### config.mk
export PLATFORM = sky130hd
export DESIGN_NAME = pool_sched_ctrl
export DESIGN_NICKNAME = d
export VERILOG_FILES = /design/src/rtl/pool_pkg.sv /design/src/rtl/pool_addr_gen.sv /design/src/rtl/pool_sched_ctrl.sv
export SDC_FILE = /design/constraint.sdc
export NUM_CORES = 2
export LEC_CHECK = 0
export CAP_MARGIN = 25
export CORE_ASPECT_RATIO = 1.75
export CORE_MARGIN = 2
export CORE_UTILIZATION = 57
export DETAILED_ROUTE_END_ITERATION = 6
export PLACE_DENSITY = 0.82
export RECOVER_POWER = 25
export SLEW_MARGIN = 20
export SYNTH_ARGS = -nofsm -noshare
export SYNTH_HDL_FRONTEND = slang
export SYNTH_HIERARCHICAL = 1
export SYNTH_SLANG_ARGS = --single-unit
### constraint.sdc
create_clock -name clk -period 33.2 [get_ports clk]
set_clock_uncertainty 0.2 [all_clocks]
set_input_delay 4.98 -clock clk [delete_from_list [all_inputs] [get_ports clk]]
set_output_delay 4.98 -clock clk [all_outputs]
set_load 0.05 [all_outputs]
### src/rtl/pool_pkg.sv
// Shared sizing constants and FSM state encoding for the pooling window sequencer.
package pool_pkg;

    localparam int DW    = 16;
    localparam int N_MAX = 32;
    localparam int W_MAX = 5;
    localparam int AW    = 10;
    localparam int NSLOT = W_MAX * W_MAX;

    typedef enum logic [2:0] {
        S_IDLE,
        S_CHECK,
        S_CLEAR,
        S_FETCH,
        S_DRAIN,
        S_EMIT,
        S_WRITE,
        S_DONE
    } pool_sched_state_t;

endpackage

### src/rtl/pool_addr_gen.sv
// Image read and output write address generation, unsigned and wrapped to AW bits.
// Latency: combinational. Backpressure: none.
module pool_addr_gen
    import pool_pkg::*;
(
    input  logic [15:0]   oy,
    input  logic [15:0]   ox,
    input  logic [15:0]   r,
    input  logic [15:0]   c,
    input  logic [15:0]   ws,
    input  logic [15:0]   img,
    input  logic [15:0]   n_out,
    output logic [AW-1:0] rd_addr,
    output logic [AW-1:0] wr_addr
);

    logic [AW-1:0] row;

    // Truncating operands first gives the same result modulo 2^AW.
    assign row     = AW'(oy) * AW'(ws) + AW'(r);
    assign rd_addr = row * AW'(img) + AW'(ox) * AW'(ws) + AW'(c);
    assign wr_addr = AW'(oy) * AW'(n_out) + AW'(ox);

endmodule

### src/rtl/pool_sched_ctrl.sv
// Walks a square image in non-overlapping pooling windows: fetch, emit to pool_window, write result.
// Latency: done follows start by 1 + n_out^2*(ws^2+4) cycles; 1 cycle on a bad config.
// Backpressure: none; fixed-latency memories. POOL_SCHED_PERF_EN adds the cycle_cnt busy counter.
module pool_sched_ctrl
    import pool_pkg::*;
(
    input  logic                clk,
    input  logic                reset,
    input  logic                start,
    input  logic [15:0]         img_size,
    input  logic [15:0]         window_size,
    output logic                busy,
    output logic                done,
    output logic                cfg_err,
    output logic                rd_en,
    output logic [AW-1:0]       rd_addr,
    input  logic [DW-1:0]       rd_data,
    output logic [NSLOT*DW-1:0] win_data,
    output logic [15:0]         win_size,
    output logic                win_valid,
    input  logic [DW-1:0]       pool_result,
    output logic                wr_en,
    output logic [AW-1:0]       wr_addr,
    output logic [DW-1:0]       wr_data
`ifdef POOL_SCHED_PERF_EN
    ,
    output logic [31:0]         cycle_cnt
`endif
);

    pool_sched_state_t state, nxt;

    logic [15:0]   img_q, ws_q, n_out;
    logic [15:0]   ox, oy, r, c, k;
    logic          cap_en;
    logic [4:0]    cap_idx;
    logic [DW-1:0] slot [NSLOT];
    logic [DW-1:0] res_q;
    logic [AW-1:0] ag_rd, ag_wr;
    logic          cfg_ok, last_read, last_col, last_ox, last_oy;

    assign cfg_ok = (ws_q != 16'd0) && (ws_q <= 16'(W_MAX)) &&
                    (img_q != 16'd0) && (img_q <= 16'(N_MAX)) && (ws_q <= img_q);

    assign last_read = (k == ws_q * ws_q - 16'd1);
    assign last_col  = (c == ws_q - 16'd1);
    assign last_ox   = (ox == n_out - 16'd1);
    assign last_oy   = (oy == n_out - 16'd1);

    pool_addr_gen u_addr (
        .oy      (oy),
        .ox      (ox),
        .r       (r),
        .c       (c),
        .ws      (ws_q),
        .img     (img_q),
        .n_out   (n_out),
        .rd_addr (ag_rd),
        .wr_addr (ag_wr)
    );

    always_ff @(posedge clk or posedge reset) begin
        if (reset) state <= S_IDLE;
        else       state <= nxt;
    end

    always_comb begin
        nxt       = state;
        busy      = 1'b0;
        done      = 1'b0;
        rd_en     = 1'b0;
        win_valid = 1'b0;
        wr_en     = 1'b0;
        case (state)
            S_IDLE:  if (start) nxt = S_CHECK;
            S_CHECK: begin
                busy = 1'b1;
                nxt  = cfg_ok ? S_CLEAR : S_DONE;
            end
            S_CLEAR: begin
                busy = 1'b1;
                nxt  = S_FETCH;
            end
            S_FETCH: begin
                busy  = 1'b1;
                rd_en = 1'b1;
                if (last_read) nxt = S_DRAIN;
            end
            S_DRAIN: begin
                busy = 1'b1;
                nxt  = S_EMIT;
            end
            S_EMIT: begin
                busy      = 1'b1;
                win_valid = 1'b1;
                nxt       = S_WRITE;
            end
            S_WRITE: begin
                busy  = 1'b1;
                wr_en = 1'b1;
                nxt   = (last_ox && last_oy) ? S_DONE : S_CLEAR;
            end
            S_DONE: begin
                done = 1'b1;
                nxt  = S_IDLE;
            end
            default: nxt = S_IDLE;
        endcase
    end

    always_ff @(posedge clk or posedge reset) begin
        if (reset) begin
            img_q   <= '0;
            ws_q    <= '0;
            n_out   <= '0;
            ox      <= '0;
            oy      <= '0;
            r       <= '0;
            c       <= '0;
            k       <= '0;
            cap_en  <= 1'b0;
            cap_idx <= '0;
            cfg_err <= 1'b0;
            res_q   <= '0;
            for (int i = 0; i < NSLOT; i++) slot[i] <= '0;
        end else begin
            // Memory data lands one cycle after its read; capture into the slot of that read.
            cap_en  <= (state == S_FETCH);
            cap_idx <= k[4:0];
            if (cap_en) slot[cap_idx] <= rd_data;
            case (state)
                S_IDLE: begin
                    if (start) begin
                        img_q   <= img_size;
                        ws_q    <= window_size;
                        cfg_err <= 1'b0;
                        ox      <= '0;
                        oy      <= '0;
                    end
                end
                S_CHECK: begin
                    if (cfg_ok) n_out   <= img_q / ws_q;
                    else        cfg_err <= 1'b1;
                end
                S_CLEAR: begin
                    for (int i = 0; i < NSLOT; i++) slot[i] <= '0;
                    k <= '0;
                    r <= '0;
                    c <= '0;
                end
                S_FETCH: begin
                    k <= k + 16'd1;
                    if (last_col) begin
                        c <= '0;
                        r <= r + 16'd1;
                    end else begin
                        c <= c + 16'd1;
                    end
                end
                S_EMIT: res_q <= pool_result;
                S_WRITE: begin
                    if (last_ox) begin
                        ox <= '0;
                        oy <= oy + 16'd1;
                    end else begin
                        ox <= ox + 16'd1;
                    end
                end
                default: ;
            endcase
        end
    end

    always_comb begin
        win_data = '0;
        for (int f = 0; f < NSLOT; f++) win_data[f*DW +: DW] = slot[f];
    end

    assign win_size = ws_q;
    assign rd_addr  = rd_en ? ag_rd : '0;
    assign wr_addr  = wr_en ? ag_wr : '0;
    assign wr_data  = res_q;

`ifdef POOL_SCHED_PERF_EN
    always_ff @(posedge clk or posedge reset) begin
        if (reset)                         cycle_cnt <= '0;
        else if (state == S_IDLE && start) cycle_cnt <= '0;
        else if (busy)                     cycle_cnt <= cycle_cnt + 32'd1;
    end
`endif

endmodule
==> impl_metrics.py <==
metrics = {
    "detailed_routing": {
        "drc": 3,
        "wl_um": 150000,
        "drtAntennaViolNets": 0,
        "drt_iter0_drc": 3233,
        "vias": 38100,
        "wire_per_inst_um": 24.0,
        "vias_per_cell": 6.09,
        "firstDrtPassIters": 7,
    },
    "clock_network": {
        "clockBufferDepth": 3,
        "cts_root_buf": "clkbuf_16",
        "worstSkewPairLatency_ps": 630,
        "cts.sinks": 548,
        "clk_pin_slew_ps": 70,
        "cts_tree": "yes",
        "numCtsBuffers": 50,
        "htree_levels": 2,
    },
    "timing": {
        "report.final.setup_viol": 0,
        "layout_min_cycle_time_ps": 30910,
        "final_max_slew_viol_count": 829,
        "rsz0062_at_grt": "no",
        "period_share_pct": 93.1,
        "fmax_ghz": 0.0324,
        "relSlewSlack_pct": -600,
        "setup_tns_ps": 0,
        "tightest_slew_ps": 10500,
        "hold_violations": 0,
    },
    "global_routing": {
        "antenna_found_initial": 8,
        "grt_pass1_wl_um": 224000,
        "track_usage_pct": 39.3,
        "grt_pass1_vias": 38700,
        "overflow": 0,
        "grt_max_degree": 236,
    },
    "die": {
        "die_y_um": 360,
        "dieArea_sq_um": 74800,
        "io_pins": 525,
        "initial_core_util_pct": 57.6,
        "core_region_area_sq_um": 71700,
        "std_cell_rows": 130,
        "fp.dieW_um": 208,
    },
    "setup_path": {
        "crit_path_frequent_cell": "o21ai_0",
        "endpoint_kind": "register",
        "crit_slowest_cell": "or4_4",
        "crit_required_ps": 33500,
        "cp_max_fo": 18,
        "arrival_ps": 31210,
        "path_class": "reg2reg",
        "critical-path-max-stage-delay_ps": 690,
        "crit_path_start_kind": "register",
    },
    "placement": {
        "place.gp.congestion": 1.04,
        "io_buffers": 524,
        "dp_hpwl_um": 111000,
    },
    "synthesis": {
        "syn_avg_cell_area_sq_um": 8.45,
        "yosys_warnings": 6,
        "syn_nets": 5469,
        "syn_area_sq_um": 41300,
        "netlist_instances": 4892,
    },
    "status": {
        "failed_checks": "design-rule violations, max-capacitance violations, max-slew violations",
        "status": "complete, but fails checks",
    },
    "layout": {
        "layout-drive-gt1-share_pct": 4.96,
        "final_nets": 5865,
        "syn_to_final_growth_pct": 18.5,
    },
    "worst_hold_path": {
        "min_path_type": "reg2reg",
    },
    "flow_run": {
        "max_cap_viol_count": 20,
    },
}
[area by class of cell]
| class | count | area [sq um] |
|---|---|---|
| fill | 5676 | 22800 |
| timing repair buffer | 602 | 5750 |
| antenna | 4 | 10.0 |
| clock buffer | 66 | 1410 |
| inverter | 366 | 1380 |
| tap | 924 | 1160 |
| multi-input combinational | 3720 | 25300 |
| clock inverter | 24 | 298 |
| sequential | 548 | 13700 |
[metrics by stage]
step	area [sq um]	cells	util [%]	setup WS, ps	hold slack [ps]
after global routing	49000	6251	68.3	207	290
final	49000	6254	68.3	2290	264
after CTS	49000	6243	68.3	1880	265
after floorplan	41300	4892	-	5780	152
after global placement	47200	6146	65.8	2390	240
after detailed placement	47200	6153	65.9	2010	254
[registers in the layout (all words and copies together) (netlist names), 3 cells and up]
signal / count
k: 16
win_size: 16
ox: 16
r: 10
img_q: 16
n_out: 16
c: 16
cap_idx: 5
win_data: 400
oy: 16
state: 3
wr_data: 16
[what timing repair did]
item                                    in CTS  in global routing
resized for setup                            0                  5
hold endpoints to repair                     0                  0
setup buffers                                0                  0
hold buffers                                 0                  0
endpoints found under the setup margin       0                  1
[critical path: cells and delay by family, from the launching register on]
family	cells	cell delay (ps)
AND/OR/NAND/NOR	33	7200
adder cells (fa/ha/maj)	15	4710
buffers and inverters	4	930
multiplexers	1	270
flip-flops	1	560
AO/OA/AOI/OAI	66	16870
[final timing paths]
check | startpoint | end | slack (ps) | depth (start not counted)
max reg2reg | win_size[15] | n_out[0] | 2290 | 119
min in group asynchronous | reset | k[15] | 5350 | 2
min | k[1] | cap_idx[1] | 260 | 0
max in group asynchronous | reset | win_data[17] | 24500 | 5
max | win_size[15] | n_out[0] | 2290 | 119
min reg2reg | k[1] | cap_idx[1] | 260 | 0
[layer usage]
| layer | GRT usage (%) | routed length (um) | vias to the layer above |
|---|---|---|---|
| met3 | 8.89 | 14100 | 695 |
| met5 | 0 | 12 | - |
| li1 | - | - | 16900 |
| met2 | 67.2 | 73300 | 2183 |
| met1 | 40.9 | 48300 | 18400 |
| met4 | 33.0 | 14300 | 2 |
[cells in the final DEF (no fill, tap or decap), drive strengths merged, types with 123 or more instances in the layout]
cell and count:
and2 123, nand2 1209, dfrtp 548, clkdlybuf4s50 491
o21ai 143, a21oi 506, fa 204, inv 360
ha 306, xnor2 213, nor2 238
Power is left out: the tool's default activity adds up to more than one toggle a clock period on the data nets, which glitch-free logic cannot reach.
